**src/rtl/lut_sweep_eval.sv**
```systemverilog
// lut_sweep_eval: evaluates a programmable N_IN-input boolean function stored as a
// 2^N_IN-bit truth table. It has two modes:
//   - single eval: one request in, one result beat out, one cycle later.
//   - sweep: walks every input vector in ascending order, captures the results and
//     compares the captured table against the programmed one.
//
// Handshake: a beat transfers on a rising edge where valid & ready are both 1.
// A producer holds valid and its payload stable until the transfer. Ready may
// depend combinationally on valid, but valid never depends on ready.
module lut_sweep_eval #(
    parameter  int N_IN  = 4,
    localparam int TBL_W = 2 ** N_IN
) (
    input  logic              clk,
    input  logic              rst_n,
    input  logic              cfg_we,
    input  logic [TBL_W-1:0]  cfg_table,
    input  logic              start,
    input  logic              in_valid,
    output logic              in_ready,
    input  logic [N_IN-1:0]   in_vec,
    output logic              out_valid,
    input  logic              out_ready,
    output logic [N_IN-1:0]   out_vec,
    output logic              out_f,
    output logic              busy,
    output logic              done,
    output logic [TBL_W-1:0]  sweep_tbl,
    output logic              sweep_ok,
    output logic              dbg_state
);

    typedef enum logic {
        ST_IDLE  = 1'b0,
        ST_SWEEP = 1'b1
    } state_e;

    localparam logic [N_IN-1:0] LAST_VEC = N_IN'(TBL_W - 1);

    state_e             state_q, state_d;
    logic [TBL_W-1:0]   tbl_q, tbl_d;
    logic [N_IN-1:0]    idx_q, idx_d;
    logic               out_valid_q, out_valid_d;
    logic [N_IN-1:0]    out_vec_q, out_vec_d;
    logic               out_f_q, out_f_d;
    logic               busy_q, busy_d;
    logic               done_q, done_d;
    logic [TBL_W-1:0]   sweep_tbl_q, sweep_tbl_d;
    logic               sweep_ok_q, sweep_ok_d;

    logic               load_en;
    logic               out_fire;
    logic               in_fire;
    logic               last_beat;
    logic [TBL_W-1:0]   sweep_acc;

    // Output stage may load when empty or when its current beat leaves this cycle.
    assign load_en   = ~out_valid_q | out_ready;
    assign out_fire  = out_valid_q & out_ready;
    assign last_beat = (out_vec_q == LAST_VEC);
    assign in_ready  = rst_n & (state_q == ST_IDLE) & ~start & load_en;
    assign in_fire   = in_valid & in_ready;

    // Next-state logic: mode control, config, output stage and sweep capture.
    always_comb begin
        state_d     = state_q;
        tbl_d       = tbl_q;
        idx_d       = idx_q;
        out_valid_d = out_valid_q;
        out_vec_d   = out_vec_q;
        out_f_d     = out_f_q;
        busy_d      = busy_q;
        done_d      = 1'b0;
        sweep_tbl_d = sweep_tbl_q;
        sweep_ok_d  = sweep_ok_q;
        sweep_acc   = sweep_tbl_q;

        case (state_q)
            ST_IDLE: begin
                if (cfg_we) begin
                    tbl_d = cfg_table;
                end
                // A sweep may only begin once the output stage is empty, so no
                // single-eval beat gets mixed into the sweep stream.
                if (start && !out_valid_q) begin
                    state_d     = ST_SWEEP;
                    idx_d       = '0;
                    sweep_tbl_d = '0;
                    sweep_ok_d  = 1'b0;
                    busy_d      = 1'b1;
                end
                if (in_fire) begin
                    out_valid_d = 1'b1;
                    out_vec_d   = in_vec;
                    out_f_d     = tbl_q[in_vec];
                end else if (out_fire) begin
                    out_valid_d = 1'b0;
                end
            end
            ST_SWEEP: begin
                if (out_fire) begin
                    sweep_acc[out_vec_q] = out_f_q;
                end
                sweep_tbl_d = sweep_acc;
                // Once the last vector is presented nothing else is loaded; its
                // acceptance ends the sweep. Any other free slot takes the next idx.
                if (out_fire && last_beat) begin
                    state_d     = ST_IDLE;
                    out_valid_d = 1'b0;
                    busy_d      = 1'b0;
                    done_d      = 1'b1;
                    sweep_ok_d  = (sweep_acc == tbl_q);
                end else if (load_en) begin
                    out_valid_d = 1'b1;
                    out_vec_d   = idx_q;
                    out_f_d     = tbl_q[idx_q];
                    idx_d       = idx_q + N_IN'(1);
                end
            end
            default: begin
                state_d = ST_IDLE;
            end
        endcase
    end

    // State and datapath registers with synchronous active-low reset.
    always_ff @(posedge clk) begin
        if (!rst_n) begin
            state_q     <= ST_IDLE;
            tbl_q       <= '0;
            idx_q       <= '0;
            out_valid_q <= 1'b0;
            out_vec_q   <= '0;
            out_f_q     <= 1'b0;
            busy_q      <= 1'b0;
            done_q      <= 1'b0;
            sweep_tbl_q <= '0;
            sweep_ok_q  <= 1'b0;
        end else begin
            state_q     <= state_d;
            tbl_q       <= tbl_d;
            idx_q       <= idx_d;
            out_valid_q <= out_valid_d;
            out_vec_q   <= out_vec_d;
            out_f_q     <= out_f_d;
            busy_q      <= busy_d;
            done_q      <= done_d;
            sweep_tbl_q <= sweep_tbl_d;
            sweep_ok_q  <= sweep_ok_d;
        end
    end

    assign out_valid = out_valid_q;
    assign out_vec   = out_vec_q;
    assign out_f     = out_f_q;
    assign busy      = busy_q;
    assign done      = done_q;
    assign sweep_tbl = sweep_tbl_q;
    assign sweep_ok  = sweep_ok_q;
    assign dbg_state = state_q;

endmodule

```
**config.mk**
```make
export PLATFORM = sky130hd
export DESIGN_NAME = lut_sweep_eval
export DESIGN_NICKNAME = d
export VERILOG_FILES = /design/src/rtl/lut_sweep_eval.sv
export SDC_FILE = /design/constraint.sdc
export NUM_CORES = 1
export LEC_CHECK = 0
export ABC_AREA = 1
export BUFFER_PORTS_ARGS = -buffer_cell sky130_fd_sc_hd__buf_2
export CELL_PAD_IN_SITES_DETAIL_PLACEMENT = 1
export CELL_PAD_IN_SITES_GLOBAL_PLACEMENT = 1
export CORE_ASPECT_RATIO = 1.75
export CORE_MARGIN = 5
export CORE_UTILIZATION = 30
export DETAILED_ROUTE_END_ITERATION = 8
export GPL_ROUTABILITY_DRIVEN = 0
export PLACE_DENSITY = 0.69
export SLEW_MARGIN = 10
export SYNTH_ARGS = -nofsm -noshare
export SYNTH_HDL_FRONTEND = slang
export SYNTH_SLANG_ARGS = --single-unit
```
**constraint.sdc**
```tcl
create_clock -name clk -period 1.7 [get_ports clk]
set_clock_uncertainty 0.2 [all_clocks]
set_input_delay 0.085 -clock clk [delete_from_list [all_inputs] [get_ports clk]]
set_output_delay 0.085 -clock clk [all_outputs]
set_load 0.005 [all_outputs]
```
## Yosys cells after proc, flatten, opt, wreduce, memory -nomap -nowiden

Index checks and enable logic that the tools add are counted.

- Register bits: 46
- Input bits: 26

- Bitwise operators: 9
- $add $sub $neg: 1
- Mux-type cells: 38
- Eq/ne operators: 9
- Reductions and logical operators: 10
- Order comparisons: 4

Operator list:

| kind | number |
|---|---|
| 16-bit two-way mux | 3 |
| 16-bit case mux with 2 select lines | 1 |
| 4-bit two-way mux | 6 |
| 1-bit two-way mux | 17 |
| 16-bit bitwise mux | 1 |
| 16-bit == test | 1 |
| 4-bit case mux with 2 select lines | 2 |
| 4-bit by 5-bit less-than comparator with 1-bit output, second input constant | 3 |
| 1-bit case mux with 2 select lines | 5 |
| 1-bit binary-select mux with 4-bit select | 2 |
| 2-bit AND reduction | 4 |
| 2-bit by 1-bit != test with 1-bit output, second input constant | 3 |
| 3-bit AND reduction | 2 |
| 1-bit AND | 5 |
| 4-bit by 1-bit adder with 4-bit output, second input constant | 1 |
| 1-bit demux with 4-bit select | 1 |
| 4-bit == test, second input constant | 1 |
| 4-bit by 1-bit greater-or-equal comparator with 1-bit output, second input constant | 1 |
| 2-bit != test, second input constant | 2 |
| 1-bit logical AND | 3 |
| 3-bit by 1-bit != test with 1-bit output, second input constant | 1 |
| 3-bit != test, second input constant | 1 |
| 1-bit NOT | 3 |
| 1-bit logical NOT | 1 |
| 1-bit OR | 1 |

## Longest topological paths before layout

Gate-level depths: netlist of the first run.

- Word-level depth: 10
- Depth in mapped cells: 13

## Least setup slack after synthesis of the first run

Ideal clock, no wire load.

- Path kind: flip-flop to flip-flop
- Start point: reg out_valid_q (netlist: out_valid)
- End point: reg out_vec_q[3] (netlist: out_vec[3])
- Buffers on the path: 0
- Stages on the path, launching flop included: 9
- Setup time: 123 ps
- Arrival: 1240 ps
- Path slack: 137 ps
- Cell sequence: dfxtp_1 inv_1 or2_2 nor2_1 inv_1 nand2_1 inv_2 o21ai_0 a31oi_1

- Longest elaborated chain between the ends: 6
- Elaborated cells on any way between the ends: 10

RTL lines:

| item | RTL line | text |
|---|---|---|
| from (decl) | 43 | `logic out_valid_q, out_valid_d;` |
| from (signal assigned) | 143 | `out_valid_q <= out_valid_d;` |
| 1-bit NOT | 58 | `assign load_en = ~out_valid_q \| out_ready;` |
| 1-bit OR | 58 |  |
| 1-bit AND | 61 | `assign in_ready = rst_n & (state_q == ST_IDLE) & ~start & load_en;` |
| 1-bit AND | 62 | `assign in_fire = in_valid & in_ready;` |
| 2-bit != test (no line) | n/a |  |
| 3-bit AND reduction (no line) * | n/a |  |
| to (signal assigned) | 144 | `out_vec_q <= out_vec_d;` |
| to (decl) | 44 | `logic [N_IN-1:0] out_vec_q, out_vec_d;` |

Every way passes the cells marked *; elsewhere a longest branch is shown, timed or not.
A chain may end at the register's enable or synchronous reset.

## Worst setup path in the final report of the first run

- Start point: in rst_n
- End point: reg out_vec_q[0] (netlist: out_vec[0])

- Longest elaborated chain between the ends: 6

RTL lines:

| item | RTL line | text |
|---|---|---|
| from (decl) | 15 | `input logic rst_n,` |
| 1-bit AND (3 in a row) | 61 |  |
| 1-bit AND | 62 |  |
| 2-bit != test (no line) | n/a |  |
| 3-bit AND reduction (no line) | n/a |  |

Parallel ways exist; a longest one is shown, timed or not.

==> flow_metrics.tcl, run 1 <==
set metrics [dict create \
    outcome "finished with violations" \
    violations "negative setup slack" \
    netlist_area_mm2 0.00262 \
    yosys_warnings 0 \
    critical_path_arrival_ns 1.75 \
    clk_latency_ns 0.29 \
    row_count 45 \
    synth_area_per_cell_um2 6.50 \
    ys_seq_area_frac 0.351 \
    tightest_slew_ns 0.425 \
    antenna_left 0 \
    tns_ns -0.147 \
    clk_path_buf_depth 2 \
    dieArea_mm2 0.0108 \
    clock.fmax_mhz 563 \
    die_w_um 80.7 \
    dr.pass1.iters 4 \
    core-area_mm2 0.00861 \
    crit_family "buffers and inverters" \
    min_period_ns 1.78 \
    place_hpwl_mm 7.79 \
    syn_inst 403 \
    io_buffer_count 52 \
    hp-start "cfg_we" \
    synth_nets 430 \
    fin_ws_ns -0.0761 \
    numCtsBuffers 5 \
    synth.area.top_cells "dfxtp_1 (35%), nand2_1 (15%), nand3_1 (8.8%)" \
    antenna_found_initial 0 \
    pre_cts_ws_ns -0.159 \
    io_pins 53 \
    cp-end-kind "flip-flop" \
    drt_iter0_drc 147 \
    slowest_delay_ns 0.52 \
    wirelength_mm 10.3 \
    p_per_area_mw_per_mm2 764 \
    cp-start-kind "input port" \
    crit_start "rst_n" \
    placed_cells 606 \
    cp_slowest_cell "dlygate4sd3_1" \
    grtUsageTotal 0.191 \
    grt_pass1_wl_mm 16.0 \
    reg2reg_setup_slack_ns -0.07 \
    r2r_cells 13 \
    rr_endpoint "sweep_ok$_SDFFE_PN0P_" \
    setup-violations-final 2 \
    rsz0062_at_grt "true" \
    synth_area_leader_cell "dfxtp_1" \
    gr-total-overflow 0 \
    final_nets 557 \
    vias 3222 \
    htree_levels 2 \
    n_antenna_cell 0 \
    drt_drc_violations_left 0 \
    crit_fanout 5 \
    yosysUniqueCellTypes 30 \
    area_delta_synth_final_pct 49.9 \
    cp_cell_sequence "dlygate4sd3_1 > buf_2 > clkinvlp_4 > nor2_2 > nand4_1 > nand2_1 > nand2_2 > buf_4 > o21ai_0 > a21oi_1" \
    viasPerCell 4.97 \
    timing.final.crit_share 1.04 \
    finalHoldViolCount 0 \
    hold_path.class "input port to flip-flop" \
    final_cell_mix "nand2_1 (98), buf_4 (57), buf_2 (52)" \
    cts_tree "built" \
    synth-seq-cells 46 \
    peakVddDrop_v 0.000461 \
    path_class "input port to flip-flop" \
    wl_per_cell_um 15.8 \
    first_global_vias 3357 \
    drive_above_1_share 0.313 \
    p_leak_nw 1.79 \
    cts_root_buf "clkbuf_16" \
    hold_depth 4 \
    layout.cells.non_filler 648 \
    clk_pin_slew_ns 0.07 \
    grt_max_degree 26 \
    crit_buf_inv 4 \
    start_util 0.304 \
    relSlewSlack 0.716 \
    holdPathEnd "tbl_q[15]$_SDFFE_PN0P_" \
    r2r_start "out_vec[2]$_SDFFE_PN0P_" \
    clock-sinks 46 \
    maxSlewViolCount 0 \
    maxCapViolations 0 \
    crit_cells 10 \
    synth_top_cell_area_share 0.351 \
    required_ns 1.68 \
    postLayoutCoreUtil 0.456 \
    layout.cells.most_common "nand2_1" \
    fp.dieH_um 134 \
]
[cell families (layout without fill, tap and decap cells)]
| logic type | Yosys count | count (layout) | share of synthesized area |
|---|---|---|---|
| AND/OR/NAND/NOR | 205 | 205 | 0.357 |
| flip-flops | 46 | 46 | 0.351 |
| adder cells (fa/ha/maj) | 1 | 1 | 0.00477 |
| AO/OA/AOI/OAI | 84 | 84 | 0.179 |
| XOR/XNOR | 3 | 3 | 0.0100 |
| buffers and inverters | 64 | 192 | 0.0978 |
[worst min-delay path: stages]
cell,delay [ns]
buf_2,0.08
nand2_2,0.10
o21ai_0,0.16
a21oi_1,0.04
[cell type report]
cell class / count / area (um2)
Sequential cell: 46 / 938
Multi-Input combinational cell: 293 / 1530
Clock inverter: 1 / 5.00
Tap cell: 117 / 146
Timing Repair Buffer: 134 / 970
Clock buffer: 7 / 143
Inverter: 50 / 200
Fill cell: 1116 / 4690
[synth_stat cells]
cell,count
xor2_1,3
nand2_1,106
nand4_1,4
dfxtp_1,46
buf_2,5
nor2_8,1
nor2_2,3
nor4_1,1
clkinv_1,1
nand2_2,3
o21ai_0,30
or2_2,1
nor3b_1,2
nand3_1,46
o22ai_1,16
nand2_4,1
a21oi_1,23
clkbuf_1,8
inv_1,44
ha_1,1
clkbuf_8,1
nand3b_1,4
nor2_1,27
o21ai_1,2
a211oi_1,1
nor3_1,2
a31oi_1,3
nor2_4,4
o211ai_1,9
inv_2,5
[report_power, final]
group,switching (mW),internal (mW),total (mW)
combinational,0.421,0.333,0.754
clock,0.433,0.584,1.02
sequential,0.0888,1.14,1.23
[per-stage QoR]
| stage | hold slack, ns | instance area [um2] | power (mW) |
|---|---|---|---|
| 6_report | 0.0154 | 3930 | 3.00 |
| 5_1_grt | 0.0492 | 3930 | 3.15 |
| 4_1_cts | 0.0141 | 3780 | 2.96 |
| 3_5_place_dp | 0.142 | 3330 | 1.88 |
| 3_3_place_gp | 0.132 | 3330 | 1.86 |
| 2_1_floorplan | 0.00533 | 2620 | 1.58 |
[metal layers]
| layer | global-route usage | vias up | part of all wire | wire, um |
|---|---|---|---|---|
| li1 | - | 1591 | - | - |
| met1 | 0.186 | 1534 | 0.35 | 3550 |
| met2 | 0.369 | 71 | 0.58 | 5950 |
| met3 | 0.0264 | 26 | 0.033 | 343 |
| met4 | 0.106 | 0 | 0.041 | 416 |
| met5 | 0 | - | 0 | 0 |
[state kept, by name (all words and copies together), names as in the netlist]
name,flops
out_vec,4
sweep_ok,1
sweep_tbl,16
out_f,1
out_valid,1
tbl_q,16
done,1
idx_q,4
busy,1
dbg_state,1
[worst max-delay path by stage]
| stage | endpoint | slack (ns) |
|---|---|---|
| after floorplan | out_vec[3]$_SDFFE_PN0P_ | 0.14 |
| after global placement | sweep_ok$_SDFFE_PN0P_ | -0.14 |
| after detailed placement | sweep_ok$_SDFFE_PN0P_ | -0.16 |
| after CTS | sweep_ok$_SDFFE_PN0P_ | -0.04 |
| after global routing | sweep_ok$_SDFFE_PN0P_ | -0.22 |
| final | out_vec[0]$_SDFFE_PN0P_ | -0.08 |
[repair_timing]
| action | CTS | global route |
|---|---|---|
| endpoints found under the setup margin | 15 | 9 |
| hold endpoints to repair | 24 | 0 |
| resized for setup | 19 | 20 |
| hold buffers | 21 | 0 |
| pin swaps | 3 | 9 |
| buffers inserted | 3 | 10 |
(Power assumes the default switching activity.)
==> inputs of run 2 (changes only) <==
ABC_AREA = unset   (was 1)
PLACE_DENSITY = 0.65   (was 0.69)
==> run 2 against run 1 <==
The run still ends with negative setup slack left. Die area up 6.0%. Routed wire length up 4.5%. Synthesized cell count down 19%. Largest power group unchanged. Via count down 4.3%. Core utilization up 1.1 points. Non-clock buffer count up 25. Power down 0.84%.
==> flow_metrics.tcl, run 2 <==
set metrics [dict create \
    gr-total-overflow 0 \
    n_antenna_cell 0 \
    grt_max_degree 17 \
    outcome "finished with violations" \
    required_ns 1.69 \
    slowest_delay_ns 0.39 \
    p_leak_nw 1.83 \
    wirelength_mm 10.7 \
    synth_nets 353 \
    antenna_left 0 \
    layout.cells.most_common "buf_4" \
    synth_area_leader_cell "dfxtp_1" \
    synth_simple_gate_area_frac 0.230 \
    numCtsBuffers 5 \
    netlist_area_mm2 0.00280 \
    area_delta_synth_final_pct 51.7 \
    final_nets 495 \
    maxCapViolations 0 \
    finalHoldViolCount 0 \
    drt_iter0_drc 136 \
    htree_levels 2 \
    crit_start "out_valid$_SDFFE_PN0P_" \
    io_pins 53 \
    synth_xor_area_frac 0.0313 \
    synth_ff_type "dfxtp_1" \
    dieArea_mm2 0.0114 \
    fin_ws_ns -0.294 \
    antenna_found_initial 0 \
    cts_root_buf "clkbuf_16" \
    row_count 46 \
    dr.pass1.iters 4 \
    crit_fanout 7 \
    clk_path_buf_depth 2 \
    async_flop_share 0 \
    relSlewSlack 0.774 \
    drive_above_1_share 0.419 \
    r2r_start "out_valid$_SDFFE_PN0P_" \
    cp-start-kind "flip-flop" \
    power_switching_share 0.295 \
    synthAdderAreaFrac 0.00447 \
    yosysUniqueCellTypes 54 \
    grtUsageTotal 0.185 \
    hp-start "rst_n" \
    path_class "flip-flop to flip-flop" \
    rr_endpoint "sweep_ok$_SDFFE_PN0P_" \
    peakVddDrop_v 0.000581 \
    synth-seq-cells 46 \
    clk_latency_ns 0.29 \
    layout.cells.non_filler 588 \
    synth.area.top_cells "dfxtp_1 (33%), mux4_2 (8.1%), nand2_1 (7.4%)" \
    p_comb_frac 0.280 \
    io_buffer_count 52 \
    clock.fmax_mhz 502 \
    vias 3085 \
    viasPerCell 5.25 \
    violations "negative setup slack" \
    synth_compound_area_frac 0.214 \
    maxSlewViolCount 0 \
    postLayoutCoreUtil 0.467 \
    crit_cells 8 \
    core-area_mm2 0.00909 \
    tns_ns -1.72 \
    synth_area_per_cell_um2 8.58 \
    cp_cell_sequence "buf_4 > nand3_1 > buf_4 > nor3_1 > a32oi_1 > nand4_1 > nor4_2 > a22o_1" \
    p_clk_frac 0.319 \
    synth_top_family_by_area "simple AND/OR/NAND/NOR gates" \
    setup-violations-final 11 \
    start_util 0.308 \
    clock-sinks 46 \
    ys_seq_area_frac 0.329 \
    rsz0062_at_grt "true" \
    seq_power_share 0.401 \
    wl_per_cell_um 18.2 \
    critical_path_arrival_ns 1.98 \
    p_per_area_mw_per_mm2 702 \
    cts_tree "built" \
    synth_common_cells "nand2_1 (55), dfxtp_1 (46), o21ai_0 (21), a21boi_0 (20), inv_1 (15)" \
    endpoint "sweep_ok$_SDFFE_PN0P_" \
    first_global_vias 3134 \
    clk_pin_slew_ns 0.07 \
    syn_inst 326 \
    place_hpwl_mm 8.43 \
    r2r_cells 8 \
    synth_top_cell_area_share 0.329 \
    layout.filler_cells 1129 \
    reg2reg_setup_slack_ns -0.29 \
    placed_cells 557 \
    fp.dieH_um 138 \
    switchingPower_mw 0.878 \
    yosys_warnings 0 \
    crit_family "simple AND/OR/NAND/NOR gates" \
    crit_buf_inv 2 \
    hold_path.class "input port to flip-flop" \
    post-synth-top-count-cell "nand2_1" \
    cp_slowest_cell "dfxtp_4" \
    cp-end-kind "flip-flop" \
    muxShareOfSynthArea 0.123 \
    cpMostUsedCell "buf_4" \
    min_period_ns 1.99 \
    die_w_um 83.0 \
    p_int_mw 2.10 \
    grt_pass1_wl_mm 16.5 \
    synth_edf_count 0 \
    tightest_slew_ns 0.337 \
    timing.final.crit_share 1.17 \
    drt_drc_violations_left 0 \
    final_cell_mix "buf_4 (83), nand2_1 (51), buf_2 (51)" \
]
==> run 2: cell count changes in the layout (fill, tap and decap cells not counted), moves of 11 or more <==
cell      delta
a21boi_0    +19
a21oi_1     -13
buf_4       +26
inv_1       -26
mux2i_1     +12
nand2_1     -47
nand3_1     -41
nor2_1      -11
o21ai_0     -11
==> run 2: worst register-to-register path: cells and delay by family (launching register included) <==
kind                   cells  cell delay (ns)
buffers and inverters      2             0.36
flip-flops                 1             0.39
AO/OA/AOI/OAI              2             0.29
AND/OR/NAND/NOR            4             0.66
==> run 2: layout make-up <==
class / instances / area [um2] / share of cell area
multi-input cells: 241 / 1810 / 0.426
clock inverters: 2 / 10.0 / 0.00236
well taps: 120 / 150 / 0.0354
inverters: 15 / 56.3 / 0.0133
clock buffers: 5 / 125 / 0.0295
flip-flops and latches: 46 / 937 / 0.221
repair buffers: 159 / 1160 / 0.272
==> run 2: routing by layer <==
metal,GRT usage,routed length [um],vias up
met3,0.0263,359,28
li1,-,-,1457
met4,0.0936,478,0
met2,0.377,6130,86
met5,0,0,-
met1,0.176,3760,1514
==> run 2: metrics by stage <==
stage	total power, mW	instance area, um2	hold slack (ns)	worst slack (ns)
3_3_place_gp	1.91	3730	0.140	-0.352
6_report	2.98	4240	0.00511	-0.294
4_1_cts	2.95	4110	0.00839	-0.335
3_5_place_dp	1.93	3730	0.145	-0.372
2_1_floorplan	1.57	2820	0.0299	-0.231
5_1_grt	3.14	4240	0.00208	-0.390
==> run 2: how the worst min path moves through the flow <==
stage	to	slack, ns	depth (start not counted)
3_3_place_gp	tbl_q[10]$_SDFFE_PN0P_	0.14	3
6_report	dbg_state$_SDFF_PN0_	0.005	2
3_5_place_dp	tbl_q[14]$_SDFFE_PN0P_	0.14	3
2_1_floorplan	tbl_q[0]$_SDFFE_PN0P_	0.03	2
5_1_grt	dbg_state$_SDFF_PN0_	0.002	2
4_1_cts	tbl_q[10]$_SDFFE_PN0P_	0.008	2
==> run 2: repair_timing <==
action | 4_1_cts | 5_1_grt
gates resized for setup | 19 | 24
endpoints found under the setup margin | 17 | 31
hold buffers | 17 | 0
pin swaps | 11 | 14
gates cloned | 0 | 0
setup buffers | 4 | 6
endpoints found under the hold margin | 17 | 0
==> run 2: cells by family after synthesis <==
family,count (synthesis)
xor+xnor,10
compound gates,89
fa+ha+maj,1
mux,22
buf+inv,39
flops,46
simple gates,119
==> run 2: power by group through the flow <==
stage	logic [mW]	clock network [mW]	registers, mW
2_1_floorplan	0.374	0	1.20
3_3_place_gp	0.697	0	1.21
3_5_place_dp	0.711	0	1.22
4_1_cts	0.774	0.981	1.19
5_1_grt	0.896	1.04	1.20
6_report	0.835	0.949	1.19
